$ cat src/rtl/keypad_scanner_if.sv
// Event handshake between the keypad scanner (master) and its consumer (slave).
// key_code/key_event describe the FIFO head; a transfer happens when key_valid && key_ready.
interface keypad_scanner_if #(
  parameter int KEY_W = 4
);
  logic             key_valid;
  logic             key_ready;
  logic [KEY_W-1:0] key_code;
  logic             key_event;

  modport master (
    output key_valid,
    output key_code,
    output key_event,
    input  key_ready
  );

  modport slave (
    input  key_valid,
    input  key_code,
    input  key_event,
    output key_ready
  );
endinterface

$ cat src/rtl/keypad_scanner.sv
// Matrix keypad scanner: row drive, synchronised column sampling, frame debounce,
// press/release event generation and an event FIFO with a valid/ready head.
//
// state  | meaning
// S_IDLE | waiting for a commit whose diff is non-zero
// S_WALK | stepping through every key code, queueing the changed ones
module keypad_scanner #(
  parameter int ROWS           = 4,
  parameter int COLS           = 4,
  parameter int DIV_W          = 10,
  parameter int DEBOUNCE       = 3,
  parameter int FIFO_DEPTH     = 4,
  parameter bit REPORT_RELEASE = 1'b1
) (
  input  logic               clk_in,
  input  logic               rst,
  output logic [ROWS-1:0]    line,
  input  logic [COLS-1:0]    column,
  keypad_scanner_if.master   key_if,
  output logic               held,
  output logic               overflow
);

  localparam int NKEYS   = ROWS * COLS;
  localparam int KEY_W   = $clog2(NKEYS);
  localparam int ROW_W   = $clog2(ROWS);
  localparam int AW      = $clog2(FIFO_DEPTH);
  localparam int STAB_W  = $clog2(DEBOUNCE + 1);
  localparam int ENTRY_W = KEY_W + 1;

  typedef enum logic {
    S_IDLE,
    S_WALK
  } walk_state_e;

  logic [COLS-1:0]    sync1_q, sync1_d;
  logic [COLS-1:0]    sync2_q, sync2_d;
  logic [DIV_W-1:0]   div_q, div_d;
  logic [ROW_W-1:0]   row_q, row_d;
  logic [NKEYS-1:0]   raw_q, raw_d;
  logic [NKEYS-1:0]   prev_q, prev_d;
  logic [STAB_W-1:0]  stab_q, stab_d;
  logic [NKEYS-1:0]   deb_q, deb_d;
  logic [NKEYS-1:0]   diff_q, diff_d;
  walk_state_e        state_q, state_d;
  logic [KEY_W-1:0]   idx_q, idx_d;
  logic [ENTRY_W-1:0] mem_q [FIFO_DEPTH];
  logic [ENTRY_W-1:0] mem_d [FIFO_DEPTH];
  logic [AW-1:0]      wr_q, wr_d;
  logic [AW-1:0]      rd_q, rd_d;
  logic [AW:0]        cnt_q, cnt_d;
  logic               ovf_q, ovf_d;

  logic               tick;
  logic               frame_end;
  logic [NKEYS-1:0]   frame_now;
  logic               same_frame;
  logic               commit;
  logic [NKEYS-1:0]   commit_diff;
  logic [STAB_W-1:0]  stab_inc;
  logic               push_req;
  logic               fifo_valid;
  logic               fifo_full;
  logic               pop;
  logic               push_ok;

  always_comb begin
    sync1_d  = column;
    sync2_d  = sync1_q;
    div_d    = div_q + 1'b1;
    row_d    = row_q;
    raw_d    = raw_q;
    prev_d   = prev_q;
    stab_d   = stab_q;
    deb_d    = deb_q;
    diff_d   = diff_q;
    state_d  = state_q;
    idx_d    = idx_q;
    mem_d    = mem_q;
    wr_d     = wr_q;
    rd_d     = rd_q;
    cnt_d    = cnt_q;
    ovf_d    = ovf_q;

    tick      = &div_q;
    frame_end = tick && (row_q == ROW_W'(ROWS - 1));

    // Frame as it will look once this tick's row sample lands.
    frame_now = raw_q;
    frame_now[int'(row_q) * COLS +: COLS] = sync2_q;

    same_frame  = (frame_now == prev_q);
    stab_inc    = (stab_q == STAB_W'(DEBOUNCE)) ? stab_q : stab_q + 1'b1;
    commit      = frame_end &&
                  ((DEBOUNCE == 1) || (same_frame && (int'(stab_q) + 1 >= DEBOUNCE - 1)));
    commit_diff = frame_now ^ deb_q;

    if (tick) begin
      raw_d = frame_now;
      row_d = (row_q == ROW_W'(ROWS - 1)) ? '0 : row_q + 1'b1;
    end

    if (frame_end) begin
      prev_d = frame_now;
      stab_d = same_frame ? stab_inc : '0;
    end

    if (commit) begin
      deb_d  = frame_now;
      diff_d = commit_diff;
    end

    push_req = (state_q == S_WALK) && diff_q[idx_q] && (REPORT_RELEASE || deb_q[idx_q]);

    case (state_q)
      S_IDLE: begin
        if (commit && (commit_diff != '0)) begin
          state_d = S_WALK;
          idx_d   = '0;
        end
      end
      S_WALK: begin
        idx_d = idx_q + 1'b1;
        if (idx_q == KEY_W'(NKEYS - 1)) begin
          state_d = S_IDLE;
        end
      end
      default: state_d = S_IDLE;
    endcase

    fifo_valid = (cnt_q != '0);
    fifo_full  = (cnt_q == (AW + 1)'(FIFO_DEPTH));
    pop        = fifo_valid && key_if.key_ready;
    // A full FIFO still takes the push when the head leaves in the same cycle.
    push_ok    = push_req && (!fifo_full || pop);

    if (push_ok) begin
      mem_d[wr_q] = {deb_q[idx_q], idx_q};
      wr_d        = wr_q + 1'b1;
    end
    if (pop) begin
      rd_d = rd_q + 1'b1;
    end
    cnt_d = cnt_q + {{AW{1'b0}}, push_ok} - {{AW{1'b0}}, pop};

    if (push_req && !push_ok) begin
      ovf_d = 1'b1;
    end
  end

  always_ff @(posedge clk_in) begin
    if (rst) begin
      sync1_q <= '0;
      sync2_q <= '0;
      div_q   <= '0;
      row_q   <= '0;
      raw_q   <= '0;
      prev_q  <= '0;
      stab_q  <= '0;
      deb_q   <= '0;
      diff_q  <= '0;
      state_q <= S_IDLE;
      idx_q   <= '0;
      wr_q    <= '0;
      rd_q    <= '0;
      cnt_q   <= '0;
      ovf_q   <= 1'b0;
    end else begin
      sync1_q <= sync1_d;
      sync2_q <= sync2_d;
      div_q   <= div_d;
      row_q   <= row_d;
      raw_q   <= raw_d;
      prev_q  <= prev_d;
      stab_q  <= stab_d;
      deb_q   <= deb_d;
      diff_q  <= diff_d;
      state_q <= state_d;
      idx_q   <= idx_d;
      wr_q    <= wr_d;
      rd_q    <= rd_d;
      cnt_q   <= cnt_d;
      ovf_q   <= ovf_d;
    end
  end

  // Storage needs no reset: the head is masked whenever the FIFO is empty.
  always_ff @(posedge clk_in) begin
    mem_q <= mem_d;
  end

  always_comb begin
    line             = {{(ROWS - 1){1'b0}}, 1'b1} << row_q;
    key_if.key_valid = fifo_valid;
    key_if.key_code  = fifo_valid ? mem_q[rd_q][KEY_W-1:0] : '0;
    key_if.key_event = fifo_valid ? mem_q[rd_q][KEY_W] : 1'b0;
    held             = |deb_q;
    overflow         = ovf_q;
  end

endmodule

$ cat src/flat_wrapper.sv
// flat-port wrapper written by rule: the top's interface ports become plain ports
module keypad_scanner_flat 
#(
  parameter int ROWS           = 4,
  parameter int COLS           = 4,
  parameter int DIV_W          = 10,
  parameter int DEBOUNCE       = 3,
  parameter int FIFO_DEPTH     = 4,
  parameter bit REPORT_RELEASE = 1'b1
)
  (clk_in, rst, line, column, held, overflow, key_if_key_valid, key_if_key_code, key_if_key_event, key_if_key_ready);
  keypad_scanner_if #(.KEY_W((4))) key_if_i ();
  input  logic clk_in;
  input  logic rst;
  output logic [ROWS-1:0] line;
  input  logic [COLS-1:0] column;
  output logic held;
  output logic overflow;
  output wire logic [$bits(key_if_i.key_valid)-1:0] key_if_key_valid;
  output wire logic [$bits(key_if_i.key_code)-1:0] key_if_key_code;
  output wire logic [$bits(key_if_i.key_event)-1:0] key_if_key_event;
  input wire logic [$bits(key_if_i.key_ready)-1:0] key_if_key_ready;
  assign key_if_key_valid = key_if_i.key_valid;
  assign key_if_key_code = key_if_i.key_code;
  assign key_if_key_event = key_if_i.key_event;
  assign key_if_i.key_ready = key_if_key_ready;
  keypad_scanner #(.ROWS(ROWS), .COLS(COLS), .DIV_W(DIV_W), .DEBOUNCE(DEBOUNCE), .FIFO_DEPTH(FIFO_DEPTH), .REPORT_RELEASE(REPORT_RELEASE)) u_core (.clk_in(clk_in), .rst(rst), .line(line), .column(column), .key_if(key_if_i), .held(held), .overflow(overflow));
endmodule
$ cat config.mk
export PLATFORM = sky130hd
export DESIGN_NAME = keypad_scanner_flat
export DESIGN_NICKNAME = d
export VERILOG_FILES = /design/src/rtl/keypad_scanner_if.sv /design/src/rtl/keypad_scanner.sv /design/src/flat_wrapper.sv
export SDC_FILE = /design/constraint.sdc
export NUM_CORES = 1
export LEC_CHECK = 0
export ABC_AREA = 1
export CAP_MARGIN = 40
export CORE_MARGIN = 4
export CORE_UTILIZATION = 35
export CTS_BUF_LIST = sky130_fd_sc_hd__clkbuf_16
export CTS_CLUSTER_DIAMETER = 80
export DETAILED_ROUTE_END_ITERATION = 8
export HOLD_SLACK_MARGIN = 0.08
export PLACE_DENSITY = 0.52
export SYNTH_ARGS = -nofsm -noshare
export SYNTH_HDL_FRONTEND = slang
export SYNTH_SLANG_ARGS = --single-unit
$ cat constraint.sdc
create_clock -name clk_in -period 3.63 [get_ports clk_in]
set_input_delay 0.363 -clock clk_in [delete_from_list [all_inputs] [get_ports clk_in]]
set_output_delay 0.363 -clock clk_in [all_outputs]
set_load 0.03 [all_outputs]
==> summary.txt, run 1 <==
Status
  • Status: complete, no violations

Clock tree
  • Clock root cell: clkbuf_16
  • CTS Buf Count: 17
  • Post-cts resize count: 0
  • Post-CTS Setup Bufs: 0
  • Htree depth: 4
  • Clock transition at path regs: 50 ps
  • Hold-fix buffers at CTS: 0
  • Sink Count: 119
  • Worst-skew pair later-pin latency: 410 ps
  • Clk buf depth: 2
  • CTS tree: yes

GRT
  • Initial antenna violation count: 0
  • First-pass GRT wire length: 24000 um
  • Vias in the first global route: 4711
  • Total congestion overflow: 0
  • Largest net degree at the start of global routing: 65
  • Total GRT Usage: 16.6%

Synthesis
  • Largest area contributor in the netlist: dfxtp_1
  • Top-count cell post-synth: nand2_1
  • Sequential fraction of the synthesis area: 44.8%
  • Synth Register Bits: 119
  • Most instantiated cells after synthesis: nand2_1, inv_1, dfxtp_1, nor2_1, a21oi_1
  • Number of flops mapped to enable cells by yosys: 20
  • Cell variety after synth: 33
  • Ranking of synthesized cells by area: dfxtp_1, edfxtp_1, nand2_1, inv_1, a21oi_1
  • Gate Count Post-Synth: 782
  • Synthesized area per cell: 7.37 um^2
  • Mapped Area: 5760 um^2
  • Syn nets: 808
  • Post-synthesis async set-or-reset flop share: 0%
  • Area share of the largest cell type after synthesis: 34.4%
  • Synth Flop Type: dfxtp_1
  • Yosys warns: 0

Critical path
  • CP Capture Type: register
  • CP Max Fanout: 16
  • Crit-path max cell delay: 590 ps
  • Worst path slowest cell: dfxtp_1
  • Crit path arrival time: 3290 ps
  • Critical Path Start Type: register
  • Register-to-Register Setup Slack: 680 ps
  • Crit Reg-Reg Startpoint: u_core.idx_q[0]
  • WS Path Type: reg2reg
  • Buf+Inv Stages, Crit Path: 3
  • CP required: 3970 ps
  • Cell Chain, Critical Path: inv_1, a21oi_1, o21ai_0, nand3_1, nand3_1, nand2_1, nand3_1, inv_1, ha_1, inv_1, fa_1, xor2_1, o21ai_0, a21oi_1
  • Critical path origin: u_core.idx_q[0]
  • Delay-heaviest family, CP: flip-flops

Finish
  • Area growth syn-to-layout: 17.2%
  • Core Util, Final: 42.2%
  • Register Area: 2580 um^2
  • Layout cell share with drive strength beyond 1: 6.03%
  • Diode count: 0
  • Fillers: 1678
  • Layout Nets: 825
  • Multi-input logic area: 2590 um^2

Route
  • Via count: 5101
  • Met1 WL: 6930 um
  • Final ANT Viol Nets: 0
  • Vias per Instance: 4.96
  • Top Metal Used: met4
  • Initial DRC Count: 367
  • # DRC: 0
  • Routed wl met2: 7030 um
  • Final WL: 14700 um
  • DR WL/cell: 14.3 um
  • Pre-antenna DRT Iters: 7
  • WL met3: 560 um

Place
  • Final Wtd Congestion: 0.842
  • I/O Buffers: 18
  • DP Worst Slack: 686 ps
  • HPWL Detailed: 10300 um

Timing
  • Max-slew violations: 0
  • Clk_skew: 9.17 ps
  • Max transition margin: 58.8%
  • RSZ-0062 raised after global routing: no
  • Tmin final: 2950 ps
  • Final-report hold violation count: 0
  • Setup ws final: 684 ps
  • Fmax: 339 MHz
  • Fin crit share: 81.1%
  • Tightest Pin Transition: 618 ps
  • Final Setup Violations: 0
  • Post-Route Setup TNS: 0 ps
  • Min Hold Slack: 403 ps

Die
  • Full die area: 18600 um^2
  • CORE AREA: 16000 um^2
  • Initial core utilization: 36.0%
  • Die width: 136 um
  • Row count: 46
  • I/O Pins: 19
  • Die Height: 136 um

Hold path
  • Min-delay src: u_core.sync1_q[1]
  • Hold Crit Class: reg2reg

Power
  • VDD IR-drop max: 0.304 mV
  • Power Total: 3.57 mW
  • Cell Pwr Density: 528 nW/um^2
  • Leakage power: 2.80 nW

Flow run
  • MaxCap Viol Count: 0
-- kinds of logic (layout without fill, tap and decap cells) --
logic type	after synthesis	count (layout)	share of synthesized area, %
simple gates	312	312	22.9
flops	119	119	44.8
fa+ha+maj	19	19	4.26
buf+inv	142	172	10.1
xor+xnor	1	1	0.152
compound gates	189	189	17.7
-- cell usage in the layout (no fill, tap or decap), types with 18 or more instances in the layout --
master,instances
o21ai_0,62
o21ai_1,32
a21oi_1,74
edfxtp_1,20
inv_1,109
clkbuf_16,18
nand3_1,70
clkdlybuf4s50_1,18
ha_1,18
dfxtp_1,99
nand2_1,130
nor2_1,94
-- stage by stage --
step / cell area (um^2) / cells
final: 6750 / 1028
after global routing: 6750 / 1028
after CTS: 6750 / 1028
after detailed placement: 6140 / 996
after global placement: 6140 / 996
after floorplan: 5760 / 782
-- worst paths after layout --
kind / depth (start not counted) / to
min reg2reg: 2 / u_core.sync2_q[1]
max reg2reg: 14 / u_core.cnt_q[2]
max: 14 / u_core.cnt_q[2]
min: 2 / u_core.sync2_q[1]
-- metal layers --
metal	up-vias	global-route usage (%)
met3	13	4.00
met2	116	27.0
met1	2352	21.8
met4	0	5.32
met5	-	0
li1	2620	-
-- final cells by class --
cell class,instances,area share (%)
well taps,216,4.00
clock inverters,14,2.43
flip-flops and latches,119,38.3
multi-input cells,521,38.4
repair buffers,28,3.97
clock buffers,18,6.67
inverters,112,6.23
-- worst register-to-register path, delay by kind of cell (launching register included) --
kind	cells	cell delay, ps
DFF	1	590
AOI/OAI and AO/OA	4	550
adders and majority gates	2	540
buffers and inverters	3	490
and+or+nand+nor	4	510
xor gates and xnor gates	1	200
-- flip-flops by register name, indices dropped and copies added (netlist names) --
| signal | flops |
|---|---|
| u_core.cnt_q | 3 |
| u_core.deb_q | 16 |
| u_core.diff_q | 16 |
| u_core.div_q | 10 |
| u_core.idx_q | 4 |
| u_core.mem_q | 20 |
| u_core.overflow | 1 |
| u_core.prev_q | 16 |
| u_core.raw_q | 16 |
| u_core.rd_q | 2 |
| u_core.row_q | 2 |
| u_core.stab_q | 2 |
| u_core.state_q | 1 |
| u_core.sync1_q | 4 |
| u_core.sync2_q | 4 |
| u_core.wr_q | 2 |
-- power breakdown --
| group | total, mW | switching [mW] | internal, mW |
|---|---|---|---|
| Combinational | 0.421 | 0.264 | 0.157 |
| Clock | 1.74 | 0.573 | 1.17 |
| Sequential | 1.41 | 0.0380 | 1.37 |
Power figures use the tool's default switching activity.
==> inputs of run 2 (changes only) <==
Settings changed: PLACE_DENSITY 0.52 to 0.54.
Clock period 3.63 ns to 2.42 ns, I/O delays scaled along.
==> run 2 against run 1 <==
Register-to-register slack worse by 560 ps. Non-clock buffer count is 56 higher. Die area did not move. Routed wire length is 5.1% higher. Utilization is 5.1 points higher. Sequential share of layout area decreased by 4.0 points. Highest routed layer unchanged.
==> summary.txt, run 2 (synthesis results as in run 1) <==
Die
  • I/O Pins: 19 (unchanged)
  • Die width: 136 um (unchanged)
  • Full die area: 18600 um^2 (unchanged)
  • Row count: 46 (unchanged)
  • Die Height: 136 um (unchanged)
  • Initial core utilization: 36.0% (unchanged)
  • CORE AREA: 16000 um^2 (unchanged)

Timing
  • Fin crit share: 96.1%
  • Final Setup Violations: 0 (unchanged)
  • Max transition margin: 68.7% (was 58.8%)
  • Fmax: 430 MHz
  • Max-slew violations: 0 (unchanged)
  • Min Hold Slack: 333 ps (was 403 ps)
  • Clk_skew: 7.38 ps (was 9.17 ps)
  • Final-report hold violation count: 0 (unchanged)
  • Tightest Pin Transition: 468 ps (was 618 ps)
  • Post-Route Setup TNS: 0 ps (unchanged)
  • Setup ws final: 95.5 ps (was 684 ps)
  • Tmin final: 2320 ps

Finish
  • Layout Nets: 881 (was 825)
  • Commonest non-fill, non-tap cell in the layout: nand2_1 (unchanged)
  • Register Area: 2590 um^2 (was 2580 um^2)
  • Diode count: 0 (unchanged)
  • Multi-input logic area: 2860 um^2 (was 2590 um^2)
  • Area growth syn-to-layout: 31.4% (was 17.2%)
  • Layout cell share with drive strength beyond 1: 20.0% (was 6.03%)
  • Post-route design area: 7570 um^2 (was 6750 um^2)
  • Fillers: 1586 (was 1678)
  • Core Util, Final: 47.3% (was 42.2%)
  • Commonest non-fill, non-tap cells in the layout: nand2_1, inv_1, dfxtp_1, nor2_1, a21oi_1 (unchanged)
  • Biggest register: u_core.mem_q (unchanged)
  • Max reg flops: 20 (unchanged)
  • Non-Filler Instances: 1084 (was 1028)

Power
  • Clock Power Share: 48.1% (was 48.8%)
  • Sw power: 1.40 mW (was 875 uW)
  • Cell Pwr Density: 705 nW/um^2 (was 528 nW/um^2)
  • Internal Power: 3.94 mW (was 2.69 mW)
  • Power share of the sequential group: 39.5% (was 39.4%)
  • Logic pwr share: 12.5% (was 11.8%)
  • Power Total: 5.34 mW (was 3.57 mW)
  • VDD IR-drop max: 0.488 mV (was 0.304 mV)
  • Sw Share: 26.2% (was 24.5%)
  • Leakage power: 3.18 nW (was 2.80 nW)

GRT
  • Total GRT Usage: 16.7% (was 16.6%)
  • Largest net degree at the start of global routing: 67 (was 65)
  • First-pass GRT wire length: 24100 um (was 24000 um)
  • Initial antenna violation count: 0 (unchanged)
  • Total congestion overflow: 0 (unchanged)
  • Vias in the first global route: 4819 (was 4711)

Place
  • Final Wtd Congestion: 0.876 (was 0.842)
  • Placed instance count: 1039 (was 996)
  • DP Worst Slack: 18.8 ps (was 686 ps)
  • I/O Buffers: 18 (unchanged)
  • Post-place instance area: 6490 um^2 (was 6140 um^2)
  • HPWL Detailed: 10600 um (was 10300 um)

Status
  • Status: complete, no violations (unchanged)

Critical path
  • CP Max Fanout: 10 (was 16)
  • CP Capture Type: output pin (was register)
  • Critical Path Start Type: register (unchanged)
  • CP required: 2180 ps (was 3970 ps)
  • Register-to-Register Setup Slack: 120 ps (was 680 ps)
  • WS Path Type: reg2out (was reg2reg)
  • Crit path arrival time: 2080 ps (was 3290 ps)

Clock tree
  • Clock transition at path regs: 60 ps (was 50 ps)
  • Hold-fix buffers at CTS: 0 (unchanged)
  • Sink Count: 119 (unchanged)
  • CTS tree: yes (unchanged)
  • Htree depth: 4 (unchanged)
  • Clk buf depth: 2 (unchanged)
  • CTS Buf Count: 17 (unchanged)
  • Worst-skew pair later-pin latency: 420 ps (was 410 ps)
  • Clock root cell: clkbuf_16 (unchanged)

Route
  • Initial DRC Count: 307 (was 367)
  • Via count: 5240 (was 5101)
  • Final ANT Viol Nets: 0 (unchanged)
  • Final WL: 15500 um (was 14700 um)
  • # DRC: 0 (unchanged)
  • Vias per Instance: 4.83 (was 4.96)
  • Pre-antenna DRT Iters: 5 (was 7)
  • DR WL/cell: 14.3 um (about the same)

Hold path
  • Hold Crit Class: in2reg (was reg2reg)

Flow run
  • MaxCap Viol Count: 0 (unchanged)
==> run 2: cell types whose count changed in the layout (fill, tap and decap cells not counted), sizes merged <==
cell / change
buf: +52
clkbuf: +3
clkdlybuf4s50: -3
clkinvlp: +3
dlymetal6s2s: +3
clkinv: -2
bufinv: -1
inv: +1
==> run 2: timing repair <==
action / in CTS / in global routing
gates cloned: 0 / 5
pin swaps: 0 / 11
gates resized for setup: 1 / 90
buffers inserted: 0 / 8
endpoints found under the setup margin: 5 / 45
==> run 2: final cells by class <==
class | count | share of cell area, %
clock buffers | 17 | 5.62
clock inverters | 15 | 2.33
inverters | 112 | 5.69
multi-input cells | 521 | 37.8
flip-flops and latches | 119 | 34.2
well taps | 216 | 3.57
repair buffers | 84 | 10.7
==> run 2: path summary, 6_finish.rpt <==
kind | startpoint | endpoint | depth (start not counted)
setup / recovery | u_core.row_q[0] | line[3] | 4
hold / removal | column[0] | u_core.sync1_q[0] | 3
hold reg to reg | u_core.sync1_q[3] | u_core.sync2_q[3] | 2
setup reg to reg | u_core.row_q[0] | u_core.diff_q[10] | 16
==> run 2: worst max-delay path, stage by stage, from the launching register on <==
cell	delay [ps]
dfxtp_2	340
buf_6	160
ha_1	250
buf_4	220
clkdlybuf4s50_1	690
==> run 2: layer usage <==
metal / up-vias / track usage [%] / share of wire [%]
met4: 0 / 6.16 / 1.6
met5: - / 0 / 0
met3: 18 / 3.44 / 3.2
li1: 2727 / - / -
met2: 98 / 26.6 / 46
met1: 2397 / 22.5 / 49
==> run 2: power groups by stage <==
stage                     logic (mW)  registers [mW]  clock network [mW]
final                          0.665            2.11                2.56
after global routing           0.747            2.11                2.71
after CTS                      0.673            2.11                2.61
after detailed placement       0.671            2.15                   0
after global placement         0.664            2.15                   0
after floorplan                0.426            2.12                   0
==> inputs of run 3 (changes only) <==
Settings changed: PLACE_DENSITY 0.54 to 0.52.
Clock period 2.42 ns to 2.9 ns, I/O delays scaled along.
==> run 3 against run 2 <==
Die area unchanged. Critical endpoint is now u_core.diff_q[7]. Critical path type is now reg2reg. Sequential share of layout area is 3.6 points higher. Count of clock-buffer cells in the layout unchanged. Setup slack improved by 140 ps.
==> summary.txt, run 3 (synthesis results as in run 1) <==
Clock tree
  • Post-CTS Setup Bufs: 0 (unchanged)
  • CTS tree: yes (unchanged)
  • Htree depth: 4 (unchanged)
  • CTS Buf Count: 17 (unchanged)
  • Sink Count: 119 (unchanged)
  • Clk buf depth: 2 (unchanged)
  • Clock transition at path regs: 60 ps (about the same)
  • Clock root cell: clkbuf_16 (unchanged)
  • Worst-skew pair later-pin latency: 420 ps (about the same)
  • Hold-fix buffers at CTS: 0 (unchanged)

Timing
  • Fin crit share: 91.8%
  • Fmax: 376 MHz
  • Final Setup Violations: 0 (unchanged)
  • Max-slew violations: 0 (unchanged)
  • Final-report hold violation count: 0 (unchanged)
  • Clk_skew: 13.9 ps (was 7.38 ps)
  • RSZ-0062 raised after global routing: no
  • Tmin final: 2660 ps
  • Tightest Pin Transition: 616 ps (was 468 ps)
  • Min Hold Slack: 383 ps (was 333 ps)
  • Max transition margin: 58.9% (was 68.7%)

Hold path
  • Hold Crit Class: in2reg (unchanged)

Die
  • CORE AREA: 16000 um^2 (unchanged)
  • Die width: 136 um (unchanged)
  • Initial core utilization: 36.0% (unchanged)
  • Full die area: 18600 um^2 (unchanged)
  • Row count: 46 (unchanged)
  • Die Height: 136 um (unchanged)
  • I/O Pins: 19 (unchanged)

Critical path
  • Register-to-Register Setup Slack: 240 ps (was 120 ps)
  • CP Max Fanout: 64 (was 10)
  • WS Path Type: reg2reg (was reg2out)
  • Crit Reg-Reg Startpoint: u_core.row_q[0] (unchanged)
  • Reg2reg path depth: 16 (unchanged)
  • CP Capture Type: register (was output pin)
  • Crit path arrival time: 2940 ps (was 2080 ps)
  • CP required: 3180 ps (was 2180 ps)
  • Buf+Inv Stages, Crit Path: 3 (unchanged)
  • Critical Path Start Type: register (unchanged)
  • Setup crit end: u_core.diff_q[7] (was line[3])
  • Cell Chain, Critical Path: inv_1, ha_4, nand2_1, inv_2, nand3_1, nand2_2, nand2_1, nand2_1, nand2_1, nor2_1, nand2_1, nor2_4, nand2_2, buf_8, o21ai_1, a21oi_1 (was buf_6, ha_1, buf_4, clkdlybuf4s50_1)
  • Most common cell on crit path: nand2_1
  • Critical path origin: u_core.row_q[0] (unchanged)
  • Worst path slowest cell: dfxtp_1 (was clkdlybuf4s50_1)
  • Critical path depth: 16 (was 4)
  • Crit-path max cell delay: 330 ps (was 690 ps)
  • Worst r2r dst: u_core.diff_q[7] (was u_core.diff_q[10])
  • Delay-heaviest family, CP: simple AND/OR/NAND/NOR gates (was buffers and inverters)

Route
  • Via count: 5088 (was 5240)
  • Final WL: 14900 um (was 15500 um)
  • Pre-antenna DRT Iters: 5 (unchanged)
  • Vias per Instance: 4.89 (was 4.83)
  • Final ANT Viol Nets: 0 (unchanged)
  • Initial DRC Count: 299 (was 307)
  • # DRC: 0 (unchanged)
  • DR WL/cell: 14.3 um (about the same)

Power
  • Power Total: 4.27 mW (was 5.34 mW)
  • Leakage power: 2.83 nW (was 3.18 nW)
  • VDD IR-drop max: 0.400 mV (was 0.488 mV)
  • Cell Pwr Density: 626 nW/um^2 (was 705 nW/um^2)

Finish
  • Commonest non-fill, non-tap cells in the layout: nand2_1, inv_1, dfxtp_1, nor2_1, a21oi_1 (unchanged)
  • Biggest register: u_core.mem_q (unchanged)
  • Max reg flops: 20 (unchanged)
  • Area growth syn-to-layout: 18.4% (was 31.4%)
  • Commonest non-fill, non-tap cell in the layout: nand2_1 (unchanged)
  • Layout Nets: 838 (was 881)
  • Diode count: 0 (unchanged)
  • Layout cell share with drive strength beyond 1: 8.61% (was 20.0%)

GRT
  • First-pass GRT wire length: 24400 um (was 24100 um)
  • Initial antenna violation count: 0 (unchanged)
  • Vias in the first global route: 4828 (was 4819)
  • Largest net degree at the start of global routing: 65 (was 67)
  • Total congestion overflow: 0 (unchanged)
  • Total GRT Usage: 16.8% (was 16.7%)

Place
  • HPWL Detailed: 10500 um (was 10600 um)
  • I/O Buffers: 18 (unchanged)
  • Final Wtd Congestion: 0.819 (was 0.876)

Flow run
  • MaxCap Viol Count: 0 (unchanged)

Status
  • Status: complete, no violations (unchanged)
==> run 3: cell types whose count changed in the layout (fill, tap and decap cells not counted), moves of 9 or more <==
cell     previous run  this run
nand3_2             9         0
nand2_1           112       128
buf_4              54        22
inv_1              98       107
nand2_2            19         4
nand3_1            58        70
==> run 3: cell type report <==
type / count / area (um^2)
Sequential cell: 119 / 2580
Clock inverter: 15 / 139
Tap cell: 216 / 270
Clock buffer: 17 / 425
Multi-Input combinational cell: 521 / 2620
Timing Repair Buffer: 41 / 360
Inverter: 112 / 420
Fill cell: 1649 / 9180
==> run 3: power by group <==
part | internal (mW) | total (mW) | leakage, nW | switching (mW)
sequential | 1.71 | 1.75 | 0.997 | 0.0441
combinational | 0.195 | 0.514 | 1.56 | 0.319
clock | 1.25 | 2.00 | 0.272 | 0.754
total | 3.15 | 4.27 | 2.83 | 1.12
==> run 3: what timing repair did <==
item / 4_1_cts / 5_1_grt
setup endpoints to repair: 5 / 32
pin swaps: 0 / 0
gates cloned: 0 / 0
resized for setup: 1 / 9
==> run 3: how the worst min path moves through the flow <==
stage,startpoint,end,depth (start not counted),slack [ps]
2_1_floorplan,u_core.sync1_q[0],u_core.sync2_q[0],2,390
3_3_place_gp,u_core.sync1_q[2],u_core.sync2_q[2],2,390
3_5_place_dp,u_core.sync1_q[0],u_core.sync2_q[0],2,400
4_1_cts,column[0],u_core.sync1_q[0],3,370
5_1_grt,column[0],u_core.sync1_q[0],3,390
6_report,column[3],u_core.sync1_q[3],3,380
==> run 3: metal layers <==
metal	track usage, %	wire length, um	vias up
met3	3.07	476	26
met2	27.1	6820	101
li1	-	-	2651
met4	6.83	316	0
met5	0	0	-
met1	22.3	7250	2310
==> run 3: worst reg2reg max path: cells and delay by family, from the launching register on <==
kind                     cells  cell delay [ps]
adder cells (fa/ha/maj)      1              340
buffers and inverters        3              450
AND/OR/NAND/NOR             10             1120
flip-flops                   1              330
AO/OA/AOI/OAI                2              280
==> run 3: stage by stage <==
step | worst slack (ps) | TNS, ps | util, % | area [um^2] | cells
floorplan | 472 | 0 | - | 5760 | 782
global placement | 101 | 0 | 38.9 | 6220 | 1009
detailed placement | -2.82 | -5.50 | 38.9 | 6220 | 1009
CTS | 83.1 | 0 | 42.4 | 6790 | 1041
global route | 43.7 | 0 | 42.6 | 6820 | 1041
finish | 239 | 0 | 42.6 | 6820 | 1041
